[config.mk]
export PLATFORM = sky130hd
export DESIGN_NAME = output_buffer
export DESIGN_NICKNAME = d
export VERILOG_FILES = /design/src/rtl/output_buffer_pkg.sv /design/src/rtl/output_buffer_requant.sv /design/src/rtl/output_buffer.sv
export SDC_FILE = /design/constraint.sdc
export NUM_CORES = 1
export LEC_CHECK = 0
export ABC_AREA = 1
export CELL_PAD_IN_SITES_DETAIL_PLACEMENT = 1
export CELL_PAD_IN_SITES_GLOBAL_PLACEMENT = 1
export CORE_MARGIN = 5
export CORE_UTILIZATION = 30
export DETAILED_ROUTE_END_ITERATION = 10
export PLACE_DENSITY_LB_ADDON = 0.1
export SLEW_MARGIN = 20
export SYNTH_ARGS = -nofsm -noshare
export SYNTH_HDL_FRONTEND = slang
export SYNTH_SLANG_ARGS = --single-unit
[constraint.sdc]
create_clock -name clk -period 7 [get_ports clk]
set_clock_uncertainty 0.05 [all_clocks]
set_input_delay 1.75 -clock clk [delete_from_list [all_inputs] [get_ports clk]]
set_output_delay 1.75 -clock clk [all_outputs]
set_load 0.05 [all_outputs]
[src/rtl/output_buffer_pkg.sv]
// Shared configuration for the output buffer: array geometry, datapath widths,
// tile height and the default FIFO depth, plus the row types built from them.
package Config;

    localparam int sys_cols   = 4;
    localparam int P_BITWIDTH = 32;
    localparam int A_BITWIDTH = 8;
    localparam int A_rows     = 8;
    localparam int OB_DEPTH   = 4;

    localparam int SHIFT_W = $clog2(P_BITWIDTH);

    typedef logic [sys_cols-1:0][P_BITWIDTH-1:0] psum_row_t;
    typedef logic [sys_cols-1:0][A_BITWIDTH-1:0] act_row_t;

endpackage

[src/rtl/output_buffer_requant.sv]
// Per-column requantization: arithmetic shift (floor), optional ReLU, then
// saturation of the wide partial sum into the signed activation range.
module requant
    import Config::*;
(
    input  logic [P_BITWIDTH-1:0] in_data,
    input  logic [SHIFT_W-1:0]    shift,
    input  logic                  relu_en,
    output logic [A_BITWIDTH-1:0] out_data
);

    localparam logic signed [P_BITWIDTH-1:0] SAT_MAX = P_BITWIDTH'((2 ** (A_BITWIDTH - 1)) - 1);
    localparam logic signed [P_BITWIDTH-1:0] SAT_MIN = ~SAT_MAX;

    logic signed [P_BITWIDTH-1:0] shifted;
    logic signed [P_BITWIDTH-1:0] clamped;

    always_comb begin
        shifted = $signed(in_data) >>> shift;
        clamped = shifted;
        if (relu_en && (shifted < 0)) begin
            clamped = '0;
        end
        if (clamped > SAT_MAX) begin
            out_data = SAT_MAX[A_BITWIDTH-1:0];
        end else if (clamped < SAT_MIN) begin
            out_data = SAT_MIN[A_BITWIDTH-1:0];
        end else begin
            out_data = clamped[A_BITWIDTH-1:0];
        end
    end

endmodule

[src/rtl/output_buffer.sv]
// Deskews systolic column outputs, requantizes each aligned row and queues it
// in a small FIFO; counts accepted rows to flag the end of each tile.
module output_buffer
    import Config::*;
#(
    parameter int DEPTH = OB_DEPTH
)
(
    input  logic                      clk,
    input  logic                      rst,
    input  logic                      i_valid,
    input  psum_row_t                 of_data,
    input  logic [SHIFT_W-1:0]        shift,
    input  logic                      relu_en,
    input  logic                      o_ready,
    output logic                      o_valid,
    output act_row_t                  o_data,
    output logic [$clog2(DEPTH):0]    count,
    output logic                      full,
    output logic                      overflow,
    output logic                      tile_done
);

    localparam int AW   = $clog2(DEPTH);
    localparam int CW   = AW + 1;
    localparam int RW   = (A_rows > 1) ? $clog2(A_rows) : 1;
    localparam int VLEN = sys_cols - 1;

    psum_row_t aligned;
    act_row_t  row_req;

    // Column j arrives j cycles after column 0, so it needs sys_cols-1-j stages.
    for (genvar j = 0; j < sys_cols; j++) begin : g_col
        localparam int D = sys_cols - 1 - j;
        if (D == 0) begin : g_direct
            assign aligned[j] = of_data[j];
        end else begin : g_dly
            logic [D-1:0][P_BITWIDTH-1:0] dly_q;
            logic [D-1:0][P_BITWIDTH-1:0] dly_d;

            always_comb begin
                dly_d    = dly_q;
                dly_d[0] = of_data[j];
                for (int k = 1; k < D; k++) begin
                    dly_d[k] = dly_q[k-1];
                end
            end

            always_ff @(posedge clk) begin
                dly_q <= dly_d;
            end

            assign aligned[j] = dly_q[D-1];
        end

        requant u_requant (
            .in_data  (aligned[j]),
            .shift    (shift),
            .relu_en  (relu_en),
            .out_data (row_req[j])
        );
    end

    logic [VLEN-1:0] vld_q;
    logic [VLEN-1:0] vld_d;
    logic            row_valid;

    always_comb begin
        vld_d    = vld_q;
        vld_d[0] = i_valid;
        for (int k = 1; k < VLEN; k++) begin
            vld_d[k] = vld_q[k-1];
        end
    end

    assign row_valid = vld_q[VLEN-1];

    act_row_t        mem_q [DEPTH];
    logic [AW-1:0]   wptr_q, wptr_d;
    logic [AW-1:0]   rptr_q, rptr_d;
    logic [CW-1:0]   count_q, count_d;
    logic            overflow_q, overflow_d;
    logic [RW-1:0]   row_cnt_q, row_cnt_d;
    logic            tile_done_q, tile_done_d;
    logic            pop;
    logic            push_ok;
    logic            is_full;

    assign is_full = (count_q == CW'(DEPTH));

    always_comb begin
        pop         = (count_q != '0) && o_ready;
        // A full FIFO still takes the row when the head leaves in the same cycle.
        push_ok     = row_valid && (!is_full || pop);
        wptr_d      = push_ok ? wptr_q + 1'b1 : wptr_q;
        rptr_d      = pop ? rptr_q + 1'b1 : rptr_q;
        count_d     = count_q;
        if (push_ok && !pop) begin
            count_d = count_q + 1'b1;
        end else if (!push_ok && pop) begin
            count_d = count_q - 1'b1;
        end
        overflow_d  = overflow_q || (row_valid && !push_ok);
        row_cnt_d   = row_cnt_q;
        tile_done_d = 1'b0;
        if (push_ok) begin
            if (row_cnt_q == RW'(A_rows - 1)) begin
                row_cnt_d   = '0;
                tile_done_d = 1'b1;
            end else begin
                row_cnt_d = row_cnt_q + 1'b1;
            end
        end
    end

    always_ff @(posedge clk) begin
        if (!rst) begin
            vld_q       <= '0;
            wptr_q      <= '0;
            rptr_q      <= '0;
            count_q     <= '0;
            overflow_q  <= 1'b0;
            row_cnt_q   <= '0;
            tile_done_q <= 1'b0;
        end else begin
            vld_q       <= vld_d;
            wptr_q      <= wptr_d;
            rptr_q      <= rptr_d;
            count_q     <= count_d;
            overflow_q  <= overflow_d;
            row_cnt_q   <= row_cnt_d;
            tile_done_q <= tile_done_d;
        end
    end

    // Storage has no reset so it maps onto distributed RAM.
    always_ff @(posedge clk) begin
        if (rst && push_ok) begin
            mem_q[wptr_q] <= row_req;
        end
    end

    assign o_valid   = (count_q != '0);
    assign o_data    = o_valid ? mem_q[rptr_q] : '0;
    assign count     = count_q;
    assign full      = is_full;
    assign overflow  = overflow_q;
    assign tile_done = tile_done_q;

endmodule

# ---- Yosys cells after proc, flatten, opt, wreduce, memory -nomap -nowiden
# Memory sizes are Yosys's and may differ from the RTL's. A register that Yosys moved wholly into a read port is not among the register bits.
# Cells that the tools add are included.
dict set report totals {
  ff_bits 207
  in_bits 138
  n_memories 1
  out_inout_bits 39
  ram_bits 128
}
# memory depth width read_ports rd_ports_with_merged_regs write_ports line_no
set mem_list {}
lappend mem_list {mem_q 4 32 1 1 1 output_buffer.sv:78} ;# act_row_t mem_q [DEPTH];
dict set report op_classes {
  n_eq_ne 2
  n_mux 21
  n_reduce_logical 18
  shift 4
  n_lt_le_gt_ge 12
  add_sub_neg 5
}
# cell n
set op_table {}
lappend op_table {{2-to-1 mux 32 bit} 5}
lappend op_table {{greater-than comparator 32 x 8 -> 1 bit (second input constant)} 4}
lappend op_table {{less-than comparator 32 x 1 -> 1 bit (second input constant)} 4}
lappend op_table {{less-than comparator 32 x 8 -> 1 bit (second input constant)} 4}
lappend op_table {{>>> shifter 32 x 5 -> 32 bit} 4}
lappend op_table {{2-to-1 mux 8 bit} 8}
lappend op_table {{logical AND 1 bit} 10}
lappend op_table {{2-to-1 mux 3 bit} 3}
lappend op_table {{adder 3 x 1 -> 3 bit (second input constant)} 2}
lappend op_table {{== test 3 bit (second input constant)} 2}
lappend op_table {{adder 2 x 1 -> 2 bit (second input constant)} 2}
lappend op_table {{2-to-1 mux 2 bit} 2}
lappend op_table {{zero test 1 bit} 3}
lappend op_table {{2-to-1 mux 1 bit} 3}
lappend op_table {{nonzero test 3 bit} 1}
lappend op_table {{subtractor 3 x 1 -> 3 bit (second input constant)} 1}
lappend op_table {{logical OR 1 bit} 2}
lappend op_table {{AND reduction 2 bit} 1}
lappend op_table {{nonzero test 2 bit} 1}

# ---- Logic depth before layout (Yosys ltp)
dict set report depth {
  ltp_word 8
  ltp_mapped 20
}

# ---- By module
# Synthesis repeated with hierarchy kept, for this count alone.
dict set report unflattened {
  cells_unflattened 2393
  hier_area_um2 17754.5
}
# module area_each_um2 instances seq_area_each_um2 cells_per_inst
set modules_own_cells {}
lappend modules_own_cells {output_buffer 9621.7 1 8027.7 681}
lappend modules_own_cells {requant 2033.2 4 0.0 428}

# ---- Least setup slack after synthesis
# No wires, ideal clock.
dict set report synth_path {
  path_kind {input-to-reg}
  start {input o_ready}
  end {memory mem_q[0][0] in the netlist's numbering (enable)}
  required_time_ns 6.529
  path_slack_ns 2.935
  arrival_ns 3.594
  path_stages 6
  path_cell_list {inv_1 > nand2_1 > nand2_1 > inv_1 > nand2_1 > nor2_1}
}
dict set report synth_via {
  elab_chain_len 6
}
# element line_no
set synth_rtl {}
lappend synth_rtl {{start: declaration} output_buffer.sv:15} ;# input logic o_ready,
lappend synth_rtl {{logical AND 1 bit} output_buffer.sv:92} ;# pop = (count_q != '0) && o_ready;
lappend synth_rtl {{logical OR 1 bit} output_buffer.sv:94} ;# push_ok = row_valid && (!is_full || pop);
lappend synth_rtl {{logical AND 1 bit} output_buffer.sv:94}
lappend synth_rtl {{named net push_ok} output_buffer.sv:86} ;# logic push_ok;
lappend synth_rtl {{logical AND 1 bit} output_buffer.sv:138} ;# if (rst && push_ok) begin
lappend synth_rtl {{2-to-1 mux 1 bit} output_buffer.sv:138}
lappend synth_rtl {{2-to-1 mux 1 bit (not written as such)} output_buffer.sv:139} ;# mem_q[wptr_q] <= row_req;
lappend synth_rtl {{end: declaration} output_buffer.sv:78}
# The timed path passes the listed nets, and every way through them passes these cells.

==> flow_metrics.env <==
export IMPL_status="completed"
export IMPL_drcViolationCount=0
export IMPL_place_congestion=0.866
export IMPL_die_y_um=250
export IMPL_ys_ff_latch=337
export IMPL_clk_pin_slew_ps=60
export IMPL_required_ps=5200
export IMPL_path_max_fanout=46
export IMPL_cts_tree="yes"
export IMPL_synth_cell_types=33
export IMPL_setup_tns_ps=0
export IMPL_cts_hold_buf=0
export IMPL_portBuffers=176
export IMPL_first_global_vias=17200
export IMPL_grt_start_max_net_pins=115
export IMPL_finalCritPeriodShare_pct=73.1
export IMPL_ys_warn_count=0
export IMPL_setup_viol=0
export IMPL_power_frac_seq_pct=36.0
export IMPL_switchingPower_uw=2220
export IMPL_cts_buffer_depth=3
export IMPL_rsz0062_at_grt="no"
export IMPL_power_frac_clock_pct=32.8
export IMPL_drtIter0Drc=1084
export IMPL_cts_max_level=2
export IMPL_grt_usage_pct=20.5
export IMPL_vdd_drop_max_mv=0.224
export IMPL_die_w_um=250
export IMPL_layout_commonest_cell="nand2_1"
export IMPL_final_nets=2642
export IMPL_p_comb_share_pct=31.3
export IMPL_powerDensity_mw_per_mm2=294
export IMPL_max_cap_viol_count=0
export IMPL_crit_path_end_kind="output pin"
export IMPL_p_leak_uw=0.00885
export IMPL_slew_violations=0
export IMPL_diodes=0
export IMPL_total_power_uw=6140
export IMPL_postCtsSetupBuffers=0
export IMPL_period_needed_ps=5110
export IMPL_holdWs_ps=274
export IMPL_maxSlewHeadroom_pct=35.8
export IMPL_final_cell_mix="nand2_1 (769), nand3_1 (570), nor2_1 (220)"
export IMPL_vias=16700
export IMPL_syn_area_mm2=0.0174
export IMPL_hp_start="g_col[0].g_dly.dly_d[83]$_DFF_P_"
export IMPL_syn_num_nets=2560
export IMPL_cts_made_buffers=38
export IMPL_worstMarginPinSlew_ps=962
export IMPL_max_freq_mhz=196
export IMPL_min_path_type="flop to flop"
export IMPL_final_util_pct=36.3
export IMPL_detail_route_antenna_nets=0
export IMPL_hold_viol=0
export IMPL_final_cells=3291
export IMPL_rr_startpoint="g_col[2].g_dly.dly_q[31]$_DFF_P_"
export IMPL_seq_area_frac_synth_pct=46.3
export IMPL_insertion_delay_ps=560
export IMPL_switching_share_pct=36.2
export IMPL_drive_gt1_share_pct=4.28
export IMPL_routed_wl_um=66200
export IMPL_initial_core_util_pct=30.2
export IMPL_dp_cells=3221
export IMPL_dieArea_mm2=0.0627
export IMPL_netlist_instances=2414
export IMPL_intPower_uw=3920
export IMPL_dp_hpwl_um=49000
export IMPL_wl_per_cell_um=20.1
export IMPL_cts_sinks=337
export IMPL_start_kind="flop"
export IMPL_cts_resized=0
export IMPL_io_pin_count=177
export IMPL_viasPerCell=5.07
export IMPL_arrival_ps=3310
export IMPL_antenna_found_initial=1
export IMPL_coreArea_mm2=0.0575
export IMPL_critPathKind="flop to output pin"
export IMPL_num_rows=88
export IMPL_grt_first_pass_wirelength_um=102000
export IMPL_cts_root_buf="clkbuf_16"
export IMPL_syn_avg_cell_area_um2=7.19
export IMPL_areaGrowthSynthToFinish_pct=20.2
export IMPL_grt_overflow=0
export IMPL_first_pass_iters=5
## area by class of cell
type	count	area (um2)
clock inverters	16	168
flip-flops and latches	337	8030
fillers	7107	36600
multi-input cells	1862	8350
inverters	59	228
well taps	765	957
repair buffers	198	1980
clock buffers	54	1140
## synthesized netlist by cell type
cell	instances	area share, %
clkinv_1	1	0.022
inv_1	55	1.2
nor2_4	1	0.065
buf_4	13	0.56
mux2i_1	12	0.69
nand2_2	5	0.18
edfxtp_1	128	22
a21oi_4	1	0.094
buf_1	24	0.52
dfxtp_1	209	24
nand2_1	769	17
clkbuf_1	56	1.2
a211oi_1	8	0.35
nand3_1	570	16
o211ai_1	16	0.69
fa_1	1	0.12
o21ai_1	10	0.29
nand4_1	5	0.18
o21ai_0	119	3.4
buf_6	8	0.52
ha_1	7	0.50
nor2_1	224	4.8
a31oi_1	4	0.14
inv_2	3	0.065
a311oi_1	5	0.25
xor2_1	1	0.050
o21a_1	2	0.087
o211a_1	1	0.058
nor3_1	10	0.29
and2_1	3	0.11
a21oi_1	87	2.5
buf_2	55	1.6
a22oi_1	1	0.043
## cells by family (layout without fill, tap and decap cells)
family	count (synthesis)	after routing	synth area share, %
and+or+nand+nor	1587	1587	38.7
DFF	337	337	46.3
AOI/OAI and AO/OA	254	254	7.95
buffers and inverters	215	327	5.68
muxes	12	12	0.692
adders and majority gates	8	8	0.620
xor gates and xnor gates	1	1	0.0505
## worst max-delay path, cell delays in order (launching register included)
cell and delay, ps:
dfxtp_2 940, buf_4 400, nor2_1 90, nor2_1 90, o21ai_0 90, a21oi_1 250
clkdlybuf4s50_1 850
## metal layers
layer	up-vias	GRT usage (%)	wire length, um
met5	-	0	20
li1	8286	-	-
met4	2	5.43	1660
met1	8046	29.3	32500
met3	77	2.75	2200
met2	289	32.7	29900
## power groups by stage
stage               clock network, uW  logic, uW  registers (uW)
floorplan                           0       1240            2220
global placement                    0       1930            2250
detailed placement                  0       1940            2250
CTS                              2080       1950            2210
global route                     2160       2080            2220
finish                           2010       1920            2210
## state kept, by name, summed over array words and instances (netlist names), named ones only
register           flops
g_col.g_dly.dly_q     32
wptr_q                 2
vld_q                  3
aligned               64
count                  3
mem_q                128
row_cnt_q              3
tile_done              1
rptr_q                 2
overflow               1
g_col.g_dly.dly_d     96
## final timing paths
path,cells after the start,end,slack [ps]
min reg2reg,0,aligned[19]$_DFF_P_,270
max reg2reg,16,mem_q[3][16]$_DFFE_PP_,4290
min,0,aligned[19]$_DFF_P_,270
max,6,o_data[18],1890
## per-stage QoR
stage                     setup WS (ps)  cell area [um2]
after CTS                          1820            20900
after floorplan                    2940            17400
after global routing               1700            20900
final                              1890            20900
after detailed placement           1790            19600
after global placement             1780            19600
No activity file was read; power rests on OpenSTA's default activity.
==> edit 1: new RTL, same flow settings <==
Reset style: asynchronous (`rst`), changed in one clocked block.
--- a/src/rtl/output_buffer.sv
+++ b/src/rtl/output_buffer.sv
@@ -113,7 +113,7 @@
         end
     end
 
-    always_ff @(posedge clk) begin
+    always_ff @(posedge clk or negedge rst) begin
         if (!rst) begin
             vld_q       <= '0;
             wptr_q      <= '0;
Behaviour: not the same (Yosys sat finds a counterexample within 10 cycles, from zero or initial values and one cycle with rst low; the reset may be asserted at any time).
==> edit 1 against the unedited design <==
Power up 10%. Sequential cell count down 2. Routed wire length down 2.9%. Final area about the same. Critical path type unchanged. Maximum frequency up 5.8%. Non-clock buffer count up 1. Register-to-register slack better by 20 ps. Global-route usage down 0.66 points. Worst setup slack better by 280 ps. First-iteration DRC count down 9.5%. Area after synthesis up 0.25%. Critical endpoint is now o_data[21]. Critical path depth down 1.
==> edit 1: results (changes against the unedited design) <==
- Synth Warn #: 0 (unchanged)
- First-pass iteration count of the detailed router: 5 (unchanged)
- Vias in the first global route: 16,891 (-1.7%)
- Routability Congestion: 0.8530 (-1.5%)
- Wirelength per Cell: 19.67 µm (-2.2%)
- Syn_nets: 2,539 (-0.82%)
- First-pass GRT wire length: 99.29 mm (-2.9%)
- Most common flop cell mapped by yosys: dfxtp_1
- Critical path fanouts, max: 44 (-4.3%)
- Top cells by count, synth: 768 x nand2_1, 560 x nand3_1, 216 x nor2_1
- GR Util All Layers: 19.82% (-0.66 points)
- FFs w/ async S/R, synth: 4.478% (+4.5 points)
- Setup bufs post-CTS: 0 (unchanged)
- Leak Pwr: 8.816 nW (-0.35%)
- EDFF count, synth: 128 (unchanged)
- Synth area leaders: dfxtp_1 22%, edfxtp_1 22%, nand2_1 17%
- Setup TNS: 0 ps (unchanged)
- Worst Hold Class: flop to flop
- ANT cells: 0 (unchanged)
- Post-layout net count: 2,621 (-0.79%)
- Largest net degree at the start of global routing: 108 (-6.1%)
- Maximum root-to-sink buffer count: 3 (unchanged)
- Slew @ Worst Pin: 1079 ps (+117.0 ps)
- Maximum VDD drop: 0.3954 mV (+76%)
- Clk slew on worst S/H paths: 60 ps (about the same)
- IO Port Bufs: 176 (unchanged)
- CP arrival: 3030 ps (-280 ps)
- Layout cells sized above 1: 5.513% (+1.2 points)
- Switching power total: 0.002603 W (+17%)
- Sequential fraction of the synthesis area: 46.35% (+0.085 points)
- Critical-path top delay cell: clkdlybuf4s50_1
- Via density: 5.063 (-0.22%)
- Post-DP HPWL: 47.16 mm (-3.8%)
- DRT iter0 DRCs: 981 (-9.5%)
- Crit-path max cell delay: 860 ps (-80 ps)
- Library cells used by synthesis: 42 (+27%)
- H-tree depth: 2 (unchanged)
- Max FFs per register: 128 (unchanged)
- Inserted Clock Buffers: 37 (-2.6%)
- Status: complete, no violations
- Initial antenna violation count: 0 (-1)
edit 1: critical path, delay by kind of cell (launching register included):
family	cells	cell delay, ps
buffers and inverters	3	1620
AOI/OAI and AO/OA	2	440
DFF	1	400
edit 1: kinds of logic (layout without fill, tap and decap cells):
kind of cell / Yosys count / in the layout / share of synthesized area, %
and+or+nand+nor: 1583 / 1583 / 38.91
xor gates and xnor gates: 5 / 5 / 0.2518
DFF: 335 / 335 / 46.35
buffers and inverters: 203 / 313 / 5.467
AOI/OAI and AO/OA: 247 / 247 / 7.704
adders and majority gates: 8 / 8 / 0.6186
muxes: 12 / 12 / 0.6978
edit 1: cell type report:
type                       count  area (µm²)
clock buffer                  48        1101
multi-input combinational   1855        8396
timing repair buffer         199        1946
tap                          765       957.2
sequential                   335        8064
fill                        7007       36750
inverter                      47       186.4
clock inverter                19       185.2
edit 1: final timing paths:
check,startpoint,endpoint,slack [ps],depth (start not counted)
setup / recovery,rptr_q[0]$_DFFE_PN0P_,o_data[21],2170,5
hold / removal,g_col[0].g_dly.dly_d[73]$_DFF_P_,aligned[9]$_DFF_P_,270,0
setup reg to reg,g_col[2].g_dly.dly_q[31]$_DFF_P_,mem_q[1][18]$_DFFE_PP_,4310,14
hold reg to reg,g_col[0].g_dly.dly_d[73]$_DFF_P_,aligned[9]$_DFF_P_,270,0
max in group asynchronous,rst,rptr_q[0]$_DFFE_PN0P_,4770,1
min in group asynchronous,rst,count[2]$_DFFE_PN0P_,1610,1
edit 1: power groups by stage:
stage	registers, W	logic [W]	clock network [W]
finish	0.00229	0.00247	0.00200
global route	0.00231	0.00269	0.00214
CTS	0.00230	0.00251	0.00207
detailed placement	0.00234	0.00250	0
global placement	0.00233	0.00247	0
floorplan	0.00234	0.00161	0
edit 1: per-layer routing:
metal | routed length, µm | vias up | track usage, %
li1 | - | 8203 | -
met1 | 31360 | 8009 | 28.14
met2 | 29280 | 271 | 32.16
met3 | 2033 | 63 | 2.504
met4 | 1594 | 0 | 5.161
met5 | 0 | - | 0
edit 1: per-stage QoR:
stage / std cells / utilization (%) / area (µm²) / worst slack [ps]
5_1_grt: 3268 / 36.18 / 20840 / 1946
4_1_cts: 3268 / 36.17 / 20830 / 2093
6_report: 3268 / 36.18 / 20840 / 2166
2_1_floorplan: 2393 / - / 17390 / 2966
3_3_place_gp: 3201 / 33.94 / 19540 / 1860
3_5_place_dp: 3201 / 33.94 / 19540 / 1797
==> edit 2: new RTL, config.mk and constraints unchanged <==
Made on the original files. Change the package constant `OB_DEPTH` from 4 to 8.
--- a/src/rtl/output_buffer_pkg.sv
+++ b/src/rtl/output_buffer_pkg.sv
@@ -6,7 +6,7 @@
     localparam int P_BITWIDTH = 32;
     localparam int A_BITWIDTH = 8;
     localparam int A_rows     = 8;
-    localparam int OB_DEPTH   = 4;
+    localparam int OB_DEPTH   = 8;
 
     localparam int SHIFT_W = $clog2(P_BITWIDTH);
 
Ports: changed (resized count); port bits go from 177 to 178. The function was not compared with the original's and may differ.
==> edit 2 against the unedited design <==
Final area up 27%. First-iteration DRC count fell by 1.4%. Count of clock-buffer cells in the layout rose by 13. Worst setup slack lost 200 ps. Clock power rose by 35%. Sequential cell count is 132 higher. Cell count up 17%. Global-route usage shrank 1.1 points. Power rose by 42%. Area after synthesis is 29% higher. Routed wire length increased by 21%. Non-clock buffer count rose by 13. Sequential share of layout area increased by 6.5 points. Critical endpoint is now o_data[10].
==> edit 2: results (changes against the unedited design) <==
- Status: complete, no violations
- Post-DP HPWL: 57.82 mm (+18%)
- Min-Delay Endpoint: aligned[26]$_DFF_P_
- Leak Pwr: 10.50 nW (+19%)
- Max FFs per register: 256 (+100%)
- Syn_nets: 2,901 (+13%)
- Worst setup endpoint: o_data[10]
- IO Port Bufs: 177 (+0.57%)
- CP arrival: 3520 ps (+210 ps)
- Reg-to-reg endpoint: count[3]$_SDFFE_PN0P_
- Final wirelength: 80.45 mm (+21%)
- DRT iter0 DRCs: 1,069 (-1.4%)
- Initial antenna violation count: 4 (+3)
- Routability Congestion: 0.8973 (+3.6%)
- Critical-path top delay cell: clkdlybuf4s50_1
- FF-to-FF setup slack: 3680 ps (-610 ps)
- Largest net degree at the start of global routing: 128 (+11%)
- First-pass GRT wire length: 123.7 mm (+21%)
- Top cells by count, synth: 727 x nand2_1, 557 x nand3_1, 304 x nor2_1
- GR Util All Layers: 19.41% (-1.1 points)
- Max-slew headroom: 31.30% (-4.5 points)
- Vias: 19,658 (+18%)
- Reg2Reg Launch Point: count[0]$_SDFFE_PN0P_
- Sequential fraction of the synthesis area: 53.24% (+7.0 points)
- Critical path fanouts, max: 76 (+65%)
- EDFF count, synth: 256 (+100%)
- Min-delay src: g_col[0].g_dly.dly_d[90]$_DFF_P_
- Area after DPL: 24,840 µm² (+27%)
- Cells after Synth: 2,755 (+14%)
- Wirelength per Cell: 20.92 µm (+4.0%)
- Vias in the first global route: 20,660 (+20%)
- Synth Warn #: 0 (unchanged)
- Max Clk Rate: 0.1881 GHz (-3.8%)
- Skew-Pair Late Insertion Delay: 630 ps (+70 ps)
- Layout cells sized above 1: 5.388% (+1.1 points)
- Synth area leaders: edfxtp_1 34%, dfxtp_1 19%, nand3_1 12%
- WHS: 271.9 ps (-1.852 ps)
- Pre-CTS setup slack: 1636 ps (-151.4 ps)
edit 2: changes by cell type after synthesis, moves of 13 or more:
cell,delta
nand2_1,-42
nand3_1,-13
o21ai_0,+100
clkbuf_1,+21
a21oi_1,-27
o22ai_1,+34
nor2_1,+80
edfxtp_1,+128
a31oi_1,+31
edit 2: cell families after synthesis:
kind of cell	share of synthesized area [%]
AND/OR/NAND/NOR	30.88
flip-flops	53.24
AO/OA/AOI/OAI	9.793
buffers and inverters	5.083
multiplexers	0.4459
adder cells (fa/ha/maj)	0.4793
XOR/XNOR	0.07805
edit 2: power groups by stage:
| stage | logic (W) | clock network (W) | registers (W) |
|---|---|---|---|
| finish | 0.00291 | 0.00271 | 0.00311 |
| floorplan | 0.00190 | 0 | 0.00313 |
| detailed placement | 0.00296 | 0 | 0.00317 |
| global route | 0.00318 | 0.00292 | 0.00312 |
| global placement | 0.00293 | 0 | 0.00317 |
| CTS | 0.00297 | 0.00281 | 0.00311 |
edit 2: layout make-up:
| type | instances | area [µm²] |
|---|---|---|
| fillers | 8815 | 47760 |
| clock buffers | 67 | 1385 |
| multi-input cells | 2048 | 9375 |
| inverters | 57 | 222.7 |
| clock inverters | 25 | 331.6 |
| repair buffers | 211 | 2072 |
| flip-flops and latches | 469 | 11960 |
| well taps | 969 | 1212 |
edit 2: layer usage:
metal | up-vias | track usage (%) | part of all wire, %
li1 | 9636 | - | -
met1 | 9646 | 25.06 | 45
met2 | 287 | 34.52 | 50
met3 | 89 | 2.169 | 2.8
met4 | 0 | 5.398 | 2.7
met5 | - | 0 | 0
edit 2: worst reg2reg max path: cells and delay by family, from the launching register on:
kind	cells	cell delay (ps)
AOI/OAI and AO/OA	3	460
adders and majority gates	2	570
buffers and inverters	3	470
DFF	1	370
and+or+nand+nor	8	1290
